[src/rtl/wb_port_sched.sv]
// wb_port_sched: arbitrates a single register-file write port between the
// in-order pipeline WB stage and a multi-cycle unit. Multi-cycle results
// that cannot be written at once wait in a 2-entry FIFO; a starvation
// counter periodically forces the FIFO head ahead of the pipeline.
module wb_port_sched #(
   parameter int STARVE_LIMIT = 3,
   parameter int FIFO_DEPTH   = 2
) (
   input  logic        clk,
   input  logic        rst,
   input  logic        pipe_we,
   input  logic [3:0]  pipe_addr,
   input  logic [15:0] pipe_data,
   output logic        pipe_stall,
   input  logic        mc_valid,
   input  logic [3:0]  mc_addr,
   input  logic [15:0] mc_data,
   output logic        mc_ready,
   output logic        rf_we,
   output logic [3:0]  rf_addr,
   output logic [15:0] rf_data,
   output logic [1:0]  fifo_cnt
);

   localparam logic [1:0] LIMIT    = 2'(STARVE_LIMIT);
   localparam logic [1:0] FULL_CNT = 2'(FIFO_DEPTH);

   typedef enum logic {ST_NORMAL, ST_FORCE} state_t;

   state_t      state, state_next;
   logic [1:0]  cnt;
   logic [1:0]  starve, starve_next;
   logic [19:0] ent0, ent1;        // {addr, data}; ent0 is the FIFO head
   logic        fifo_empty;
   logic        grant_pipe, grant_fifo, grant_bypass;
   logic        enq, deq;

   assign fifo_empty = (cnt == 2'd0);
   assign fifo_cnt   = cnt;
   assign deq        = grant_fifo;
   // Bypass consumes the result directly, so it never also enters the FIFO.
   assign enq        = !rst && mc_valid && mc_ready && !grant_bypass;

   // State register.
   always_ff @(posedge clk) begin
      if (rst) state <= ST_NORMAL;
      else     state <= state_next;
   end

   // Next state: force the FIFO once the pipeline has starved it long enough;
   // FORCE lasts exactly one cycle.
   always_comb begin
      state_next = state;
      case (state)
         ST_NORMAL: if (grant_pipe && starve_next == LIMIT) state_next = ST_FORCE;
         ST_FORCE:  state_next = ST_NORMAL;
         default:   state_next = ST_NORMAL;
      endcase
   end

   // Grant selection and handshake outputs; everything idles during reset.
   always_comb begin
      grant_pipe   = 1'b0;
      grant_fifo   = 1'b0;
      grant_bypass = 1'b0;
      pipe_stall   = 1'b0;
      mc_ready     = 1'b1;
      if (!rst) begin
         mc_ready = (cnt != FULL_CNT);
         if (state == ST_FORCE && !fifo_empty) begin
            grant_fifo = 1'b1;
            pipe_stall = pipe_we;
         end else if (pipe_we) begin
            grant_pipe = 1'b1;
         end else if (!fifo_empty) begin
            grant_fifo = 1'b1;
         end else if (mc_valid) begin
            grant_bypass = 1'b1;
         end
      end
   end

   // Starve counter next value: counts pipeline wins over a waiting FIFO.
   always_comb begin
      starve_next = starve;
      if (deq || fifo_empty) starve_next = 2'd0;
      else if (grant_pipe)   starve_next = starve + 2'd1;
   end

   // Starve counter register.
   always_ff @(posedge clk) begin
      if (rst) starve <= 2'd0;
      else     starve <= starve_next;
   end

   // FIFO occupancy; enqueue is already blocked while full.
   always_ff @(posedge clk) begin
      if (rst) begin
         cnt <= 2'd0;
      end else begin
         case ({enq, deq})
            2'b10:   cnt <= cnt + 2'd1;
            2'b01:   cnt <= cnt - 2'd1;
            default: cnt <= cnt;
         endcase
      end
   end

   // FIFO storage: shift on dequeue, write new entry into the first free slot.
   always_ff @(posedge clk) begin
      if (deq) ent0 <= ent1;
      if (enq) begin
         if (cnt == 2'd0 || (cnt == 2'd1 && deq)) ent0 <= {mc_addr, mc_data};
         else                                     ent1 <= {mc_addr, mc_data};
      end
   end

   // Register-file write port: one registered write per granted cycle.
   always_ff @(posedge clk) begin
      if (rst) begin
         rf_we   <= 1'b0;
         rf_addr <= 4'd0;
         rf_data <= 16'd0;
      end else begin
         rf_we <= grant_pipe | grant_fifo | grant_bypass;
         if (grant_pipe) begin
            rf_addr <= pipe_addr;
            rf_data <= pipe_data;
         end else if (grant_fifo) begin
            rf_addr <= ent0[19:16];
            rf_data <= ent0[15:0];
         end else if (grant_bypass) begin
            rf_addr <= mc_addr;
            rf_data <= mc_data;
         end
      end
   end

endmodule

[config.mk]
export PLATFORM = sky130hd
export DESIGN_NAME = wb_port_sched
export DESIGN_NICKNAME = d
export VERILOG_FILES = /design/src/rtl/wb_port_sched.sv
export SDC_FILE = /design/constraint.sdc
export NUM_CORES = 1
export LEC_CHECK = 0
export ABC_AREA = 1
export CORE_MARGIN = 3
export CORE_UTILIZATION = 45
export CTS_BUF_LIST = sky130_fd_sc_hd__clkbuf_8 sky130_fd_sc_hd__clkbuf_16
export DETAILED_ROUTE_END_ITERATION = 16
export DONT_BUFFER_PORTS = 1
export HOLD_SLACK_MARGIN = 0.06
export MAX_ROUTING_LAYER = met4
export PLACE_DENSITY = 0.71
export SETUP_SLACK_MARGIN = 0.4
export SKIP_CTS_REPAIR_TIMING = 1
export SLEW_MARGIN = 20
export SYNTH_ARGS = -nofsm -noshare
export SYNTH_HDL_FRONTEND = slang
export SYNTH_SLANG_ARGS = --single-unit
[constraint.sdc]
create_clock -name clk -period 3.31 [get_ports clk]
set_input_delay 0.662 -clock clk [delete_from_list [all_inputs] [get_ports clk]]
set_output_delay 0.662 -clock clk [all_outputs]
set_load 0.02 [all_outputs]
## Word level (Yosys, flattened, before mapping)

Index checks and enable logic that the tools add are counted.

| operators by class | value |
|---|---|
| muxes and demuxes | 29 |
| reductions and logical operators | 15 |
| bitwise logic cells | 4 |
| eq/ne operators | 5 |
| $add $sub $neg | 3 |

Operator list:

| operator | count |
|---|---|
| $mux W20 | 3 |
| $mux W16 | 3 |
| $mux W1 | 16 |
| $mux W4 | 3 |
| $logic_and A1 B1 Y1 | 6 |
| $add A2 B1 Y2 const B | 2 |
| $eq A2 B1 Y1 const B | 2 |
| $eq A2 B2 Y1 const B | 2 |
| $mux W2 | 2 |
| $pmux W2 S2 | 1 |
| $logic_not A1 Y1 | 3 |
| $reduce_bool A3 Y1 | 1 |
| $logic_not A2 Y1 | 1 |
| $logic_or A1 B1 Y1 | 2 |
| $ne A2 B2 Y1 const B | 1 |
| $not A1 Y1 | 2 |
| $or A1 B1 Y1 | 2 |
| $pmux W1 S2 | 1 |
| $reduce_and A2 Y1 | 1 |
| $reduce_bool A2 Y1 | 1 |
| $sub A2 B1 Y2 const B | 1 |

| word-level totals | value |
|---|---|
| register bits | 66 |

## Logic depth before layout (Yosys ltp)

Gate-level depths: netlist of the first run.

| logic depth | value |
|---|---|
| depth in word-level cells | 11 |
| mapped depth | 11 |

## Worst setup path before layout of the first run

No wires, ideal clock.

| timing | value |
|---|---|
| kind | register -> register |
| from | register cnt[0] (netlist: fifo_cnt[0]) |
| to | register ent1[0], enable pin |
| stages on the path, launching flop included | 8 |
| path buffers | 0 |
| period minus slack after synthesis | 2.518 ns |
| slack | 0.792 ns |
| data arrival time | 2.121 ns |
| cell sequence | dfxtp_1 inv_1 ha_1 nand2_1 nand2_1 nor2_4 inv_1 nor2_1 |

| between the ends | value |
|---|---|
| elaborated cells on any way between the ends | 21 |
| those cells by class | eq/ne (2); mux (9); bitwise (1); reduce/logical (9) |

RTL lines:

| element | RTL line | RTL |
|---|---|---|
| start: declaration | 31 | `logic [1:0] cnt;` |
| start signal: assignment | 102 | `2'b10: cnt <= cnt + 2'd1;` |
| start signal: assignment | 103 | `2'b01: cnt <= cnt - 2'd1;` |
| start signal: assignment | 104 | `default: cnt <= cnt;` |
| $ne A2 B2 Y1 | 69 | `mc_ready = (cnt != FULL_CNT);` |
| $mux W1 | 68 | `if (!rst) begin` |
| named net mc_ready | 18 | `output logic mc_ready,` |
| $logic_and A1 B1 Y1 (2 in series) | 42 | `assign enq = !rst && mc_valid && mc_ready && !grant_bypass;` |
| $reduce_and A2 Y1 (no line) | -- |  |
| end signal: assignment | 114 | `else ent1 <= {mc_addr, mc_data};` |
| end: declaration | 33 | `logic [19:0] ent0, ent1;` |

The timed path passes the listed nets, and every way through them passes these cells.
A chain may end at the register's enable or synchronous reset.

## Worst setup path after layout of the first run

| timing | value |
|---|---|
| from | register cnt[0] (netlist: fifo_cnt[0]) |
| to | output port pipe_stall |

| between the ends | value |
|---|---|
| word-level cells in the longest chain between the ends | 5 |

Ends and longest elaborated chain:

| element | RTL line | RTL |
|---|---|---|
| $logic_not A2 Y1 | 38 | `assign fifo_empty = (cnt == 2'd0);` |
| $logic_not A1 Y1 | -- |  |
| $logic_and A1 B1 Y1 | 70 | `if (state == ST_FORCE && !fifo_empty) begin` |
| $mux W1 | 70 |  |
| $mux W1 | 68 |  |
| end: declaration | 14 | `output logic pipe_stall,` |

Every way passes these cells.

==> impl_metrics.ini, run 1 <==
[synthesis]
yosys-top-cells-area = dfxtp_1, nand2_1, edfxtp_1, inv_1, nor2_1
synthFlopType = dfxtp_1
syn_avg_cell_area_sq_um = 6.82
syn_nets = 554
async_flop_share_pct = 0
syn_inst = 506
synth.most_common_cell = nand2_1
syn_area_sq_um = 3450
synthDistinctLibCells = 21
yosysTopAreaCellShare_pct = 26.7
synth_warnings = 0
synth_edf_count = 20
seq_area_frac_synth_pct = 44.1
synthTopCellsByCount = nand2_1, inv_1, nor2_1, dfxtp_1, nand3_1
yosysTopAreaCell = dfxtp_1
synth-seq-cells = 66

[pwr]
p_leak_nw = 1.78
vdd_drop_max_v = 0.000250
netSwitchingPower_mw = 0.742
p_seq_share_pct = 49.2
pwr-share-clk_pct = 27.0
p_comb_share_pct = 23.9
switching_share_pct = 33.4
power.density_nw_per_um2 = 614
finalPower_mw = 2.23
p_int_mw = 1.48

[timing]
rsz0062_at_grt = no
timing.final.crit_share_pct = 73.9
finalCriticalPeriod_ns = 2.45
finClkSkew_ns = 0.00785
timing.fmax_mhz = 409
slew_violations = 0
worstMarginPinSlew_ns = 0.618
setup_viol = 0
final_hold_viol_count = 0
whs_ns = 0.407
relSlewSlack_pct = 58.7
setup_tns_ns = 0

[die]
fp.dieW_microns = 93.6
ioPinCount = 69
initial_core_util_pct = 47.1
floorplan.die_area_sq_um = 8760
coreArea_sq_um = 7330
die_height_microns = 93.6
std_cell_rows = 31

[worst_setup_path]
path_cells = inv_1 -> ha_1 -> inv_2 -> nand2_1 -> nor2_1
slowest_delay_ns = 0.47
cp-end-kind = primary output
reg2reg_setup_slack_ns = 0.91
reg2regPathDepth = 10
cpLargestDelayFamily = flip-flops
critPathMaxFanout = 4
arrival_ns = 1.78
required_ns = 2.65
critical_path_buf_inv_count = 2
start_kind = register
crit_path_top_delay_cell = dfxtp_1
reg2reg_from = fifo_cnt[0]$_SDFFE_PP0P_
critPathKind = register to primary output
reg2reg_to = ent0[13]$_DFF_P_

[status]
status = finished, final reports clean

[routing]
wirelength_microns = 7810
drc = 0
drtIter0Drc = 231
via_per_inst = 4.87
firstDrtPassIters = 4
wl_per_cell_microns = 13.1
via_count = 2911
ant_nets = 0

[finish]
syn_to_final_growth_pct = 4.97
final_area_sq_um = 3620
drive_gt1_share_pct = 6.61
diodes = 0
finish.utilization_pct = 49.4
layout.nets = 542

[clock_tree]
tritoncts.num_buffers = 9
path_clk_slew_ns = 0.07
clkLatencyLatePin_ns = 0.35
numClockSinks = 66
clock_path_buffers = 2
htree_num_levels = 3
cts_tree = built
root_buffer = clkbuf_8

[placed_design]
hpwlAfterDp_microns = 5460
place_congestion = 0.874
dpl_cell_area_sq_um = 3450
numPortBuffers = 0

[global_route]
grt_usage_pct = 19.4
grt_overflow = 0
antenna_found_initial = 0
grt_pass1_vias = 2733
grt_first_pass_wirelength_microns = 13000
grt_max_degree = 43

[min_path]
min_path_cells = 0
min_path_type = primary input to register
hp-start = mc_data[5]
min_to = ent1[5]$_DFFE_PP_

[run]
maxCapViolCount = 0
-- per-layer routing --
| metal | part of all wire [%] | track usage, % | routed length [microns] |
|---|---|---|---|
| met1 | 43 | 24.7 | 3390 |
| met2 | 47 | 29.5 | 3630 |
| met3 | 8.0 | 4.42 | 626 |
| met4 | 2.1 | 9.27 | 163 |
| met5 | 0 | - | 0 |
-- worst register-to-register path: cells and delay by family, from the launching register on --
family	cells	cell delay, ns
buffers and inverters	2	0.24
flip-flops	1	0.47
AND/OR/NAND/NOR	7	1.30
adder cells (fa/ha/maj)	1	0.28
-- how the worst max path moves through the flow --
stage / startpoint / to / slack (ns) / cells past startpoint
floorplan: fifo_cnt[0]$_SDFFE_PP0P_ / ent1[0]$_DFFE_PP_ / 0.79 / 7
global placement: rst / ent1[8]$_DFFE_PP_ / 0.96 / 8
detailed placement: pipe_we / ent0[13]$_DFF_P_ / 0.91 / 9
CTS: fifo_cnt[0]$_SDFFE_PP0P_ / pipe_stall / 0.85 / 5
global route: fifo_cnt[0]$_SDFFE_PP0P_ / ent0[13]$_DFF_P_ / 0.66 / 10
finish: fifo_cnt[0]$_SDFFE_PP0P_ / pipe_stall / 0.86 / 5
-- registers in the layout, indices dropped and copies added, names as in the netlist --
| signal | count |
|---|---|
| state | 1 |
| ent1 | 20 |
| rf_addr | 4 |
| starve | 2 |
| rf_data | 16 |
| fifo_cnt | 2 |
| rf_we | 1 |
| ent0 | 20 |
-- power groups by stage --
| stage | Sequential (mW) | Combinational (mW) | Clock, mW |
|---|---|---|---|
| 2_1_floorplan | 1.10 | 0.456 | 0 |
| 3_3_place_gp | 1.11 | 0.512 | 0 |
| 3_5_place_dp | 1.11 | 0.529 | 0 |
| 4_1_cts | 1.10 | 0.533 | 0.613 |
| 5_1_grt | 1.11 | 0.642 | 0.650 |
| 6_report | 1.09 | 0.531 | 0.600 |
-- final cells by class --
class,instances,area [sq um]
multi-input cells,335,1470
flip-flops and latches,66,1520
inverters,75,282
well taps,99,124
clock inverters,5,22.5
fillers,740,3710
clock buffers,11,151
repair buffers,7,52.6
-- cell usage in the layout (no fill, tap or decap) --
| cell | synthesis | layout |
|---|---|---|
| nand4_1 | 21 | 21 |
| nor2_2 | 1 | 1 |
| a21oi_1 | 3 | 3 |
| dfxtp_1 | 46 | 46 |
| clkbuf_8 | 0 | 11 |
| nand3_1 | 41 | 41 |
| ha_1 | 4 | 4 |
| clkinv_2 | 0 | 3 |
| nand2_1 | 170 | 170 |
| nor2_4 | 2 | 2 |
| nand2_2 | 4 | 4 |
| o21ai_0 | 22 | 22 |
| buf_4 | 9 | 7 |
| inv_2 | 4 | 4 |
| xor2_1 | 1 | 1 |
| inv_1 | 71 | 73 |
| nand3b_1 | 1 | 1 |
| edfxtp_1 | 20 | 20 |
| nor2_1 | 64 | 64 |
| nand3_2 | 1 | 1 |
-- metrics by stage --
stage	std cells	setup slack, ns
CTS	598	0.848
floorplan	506	0.792
global route	598	0.657
detailed placement	582	0.911
finish	598	0.864
global placement	582	0.956
-- kinds of logic (layout without fill, tap and decap cells) --
family,count (synthesis),count (layout),share of synthesized area (%)
AOI/OAI and AO/OA,25,25,3.62
adders and majority gates,4,4,1.45
buffers and inverters,105,98,13.3
DFF,66,66,44.1
and+or+nand+nor,305,305,37.3
xor gates and xnor gates,1,1,0.254
No activity file was read; power rests on OpenSTA's default activity.
==> run 2, diff against run 1 <==
- PLACE_DENSITY: 0.71 -> 0.73
- clock period: 3.31 -> 1.99 ns (I/O delays scaled with it)
==> run 2 against run 1 <==
Effect of this change:
- clock skew grew 0.00066 ns
- final cell count grew 3.8%
- sequential power grew 68%
- core utilization grew 5.5 points
- cell area grew 11%
- power grew 74%
- non-clock buffer count grew 21
- sequential share of layout area shrank 4.0 points
- clock-buffer cell count shrank 2
- global-route usage shrank 0.49 points
- routed wire length grew 7.0%
- critical path type unchanged
- critical endpoint unchanged
- largest power group unchanged
==> impl_metrics.ini, run 2 (same netlist as run 1, synthesis figures left out) <==
[die]
fp.dieW_microns = 93.6
die_height_microns = 93.6
ioPinCount = 69
initial_core_util_pct = 47.1
coreArea_sq_um = 7330
floorplan.die_area_sq_um = 8760
std_cell_rows = 31

[worst_setup_path]
required_ns = 1.59
critPathMaxFanout = 4
reg2reg_setup_slack_ns = 0.35
worstSetupStartpoint = fifo_cnt[0]$_SDFFE_PP0P_
critPathKind = register to primary output
arrival_ns = 1.29
reg2reg_from = fifo_cnt[0]$_SDFFE_PP0P_
cp-end-kind = primary output
start_kind = register

[global_route]
grt_use_met2_pct = 28.6
busiest_layer = met2
use_met1_pct = 23.6
antenna_found_initial = 0
use_met3_pct = 5.71
grt_first_pass_wirelength_microns = 12700
grt_overflow = 0
grt_pass1_vias = 2677
grt_max_degree = 27
grt_usage_pct = 19.0

[routing]
drc = 0
wl_per_cell_microns = 13.4
ant_nets = 0
via_per_inst = 4.89
wirelength_microns = 8350
firstDrtPassIters = 7
via_count = 3039
drtIter0Drc = 122

[clock_tree]
numClockSinks = 66
htree_num_levels = 3
clock_path_buffers = 2
cts_tree = built
path_clk_slew_ns = 0.07
tritoncts.num_buffers = 9
clkLatencyLatePin_ns = 0.35
root_buffer = clkbuf_8

[finish]
final_area_sq_um = 4030
mostFrequentLayoutCells = nand2_1, inv_1, nor2_1, dfxtp_1, nand3_1
fillers = 663
layout.nets = 565
diodes = 0
syn_to_final_growth_pct = 16.6
drive_gt1_share_pct = 14.0
final_common_cell = nand2_1
top_regs = ent0 x20, ent1 x20, rf_data x16

[timing]
worstMarginPinSlew_ns = 0.261
rsz0062_at_grt = yes
slew_violations = 0
timing.fmax_mhz = 593
setup_tns_ns = 0
finClkSkew_ns = 0.00851
relSlewSlack_pct = 82.5
timing.final.crit_share_pct = 84.8
final_hold_viol_count = 0
finalCriticalPeriod_ns = 1.69
setup_viol = 0

[status]
status = finished, final reports clean

[min_path]
min_path_type = primary input to register
hp-start = mc_data[14]

[placed_design]
place_congestion = 0.801
dpl_cell_area_sq_um = 3580
hpwlAfterDp_microns = 5630
numPortBuffers = 0

[run]
maxCapViolCount = 0

[pwr]
finalPower_mw = 3.88
vdd_drop_max_v = 0.000467
power.density_nw_per_um2 = 963
p_leak_nw = 1.95
run 2: changes by cell type in the layout (fill, tap and decap cells not counted), sizes merged:
| cell | change |
|---|---|
| clkbuf | -2 |
| nand2 | +2 |
| clkinv | +2 |
| buf | +21 |
run 2: routing by layer:
metal,up-vias,part of all wire (%)
li1,1583,-
met2,115,48
met4,0,1.9
met5,-,0
met3,14,8.9
met1,1327,41
run 2: critical path, cell delays in order (launching register included):
cell,delay [ns]
dfxtp_4,0.40
inv_4,0.06
ha_4,0.18
inv_6,0.08
nand2_4,0.06
nor2_4,0.16
run 2: layout make-up:
class                      instances  area (sq um)  area share (%)
clock inverter                     7          30.0           0.746
multi-input combinational        337          1620            40.2
clock buffer                       9           124            3.08
timing repair buffer              28           303            7.52
inverter                          75           299            7.43
tap                               99           124            3.08
sequential                        66          1530            38.0
run 2: power by group:
part / leakage (nW) / switching [mW] / internal, mW / total [mW]
sequential: 0.565 / 0.170 / 1.66 / 1.83
combinational: 1.29 / 0.674 / 0.454 / 1.13
clock: 0.0902 / 0.494 / 0.427 / 0.921
total: 1.95 / 1.34 / 2.54 / 3.88
run 2: final timing paths:
check	to	depth (start not counted)
max	pipe_stall	5
min	ent1[14]$_DFFE_PP_	0
max reg2reg	ent1[12]$_DFFE_PP_	9
min reg2reg	starve[1]$_SDFF_PP0_	2
run 2: through the flow:
stage          hold WS [ns]  std cells  utilization (%)  setup WS [ns]
2_1_floorplan         0.443        506                -          0.228
4_1_cts               0.129        605             50.9         0.0476
5_1_grt               0.119        621             54.9          0.270
6_report              0.140        621             54.9          0.302
3_3_place_gp          0.454        589             48.8          0.189
3_5_place_dp          0.468        589             48.8          0.108
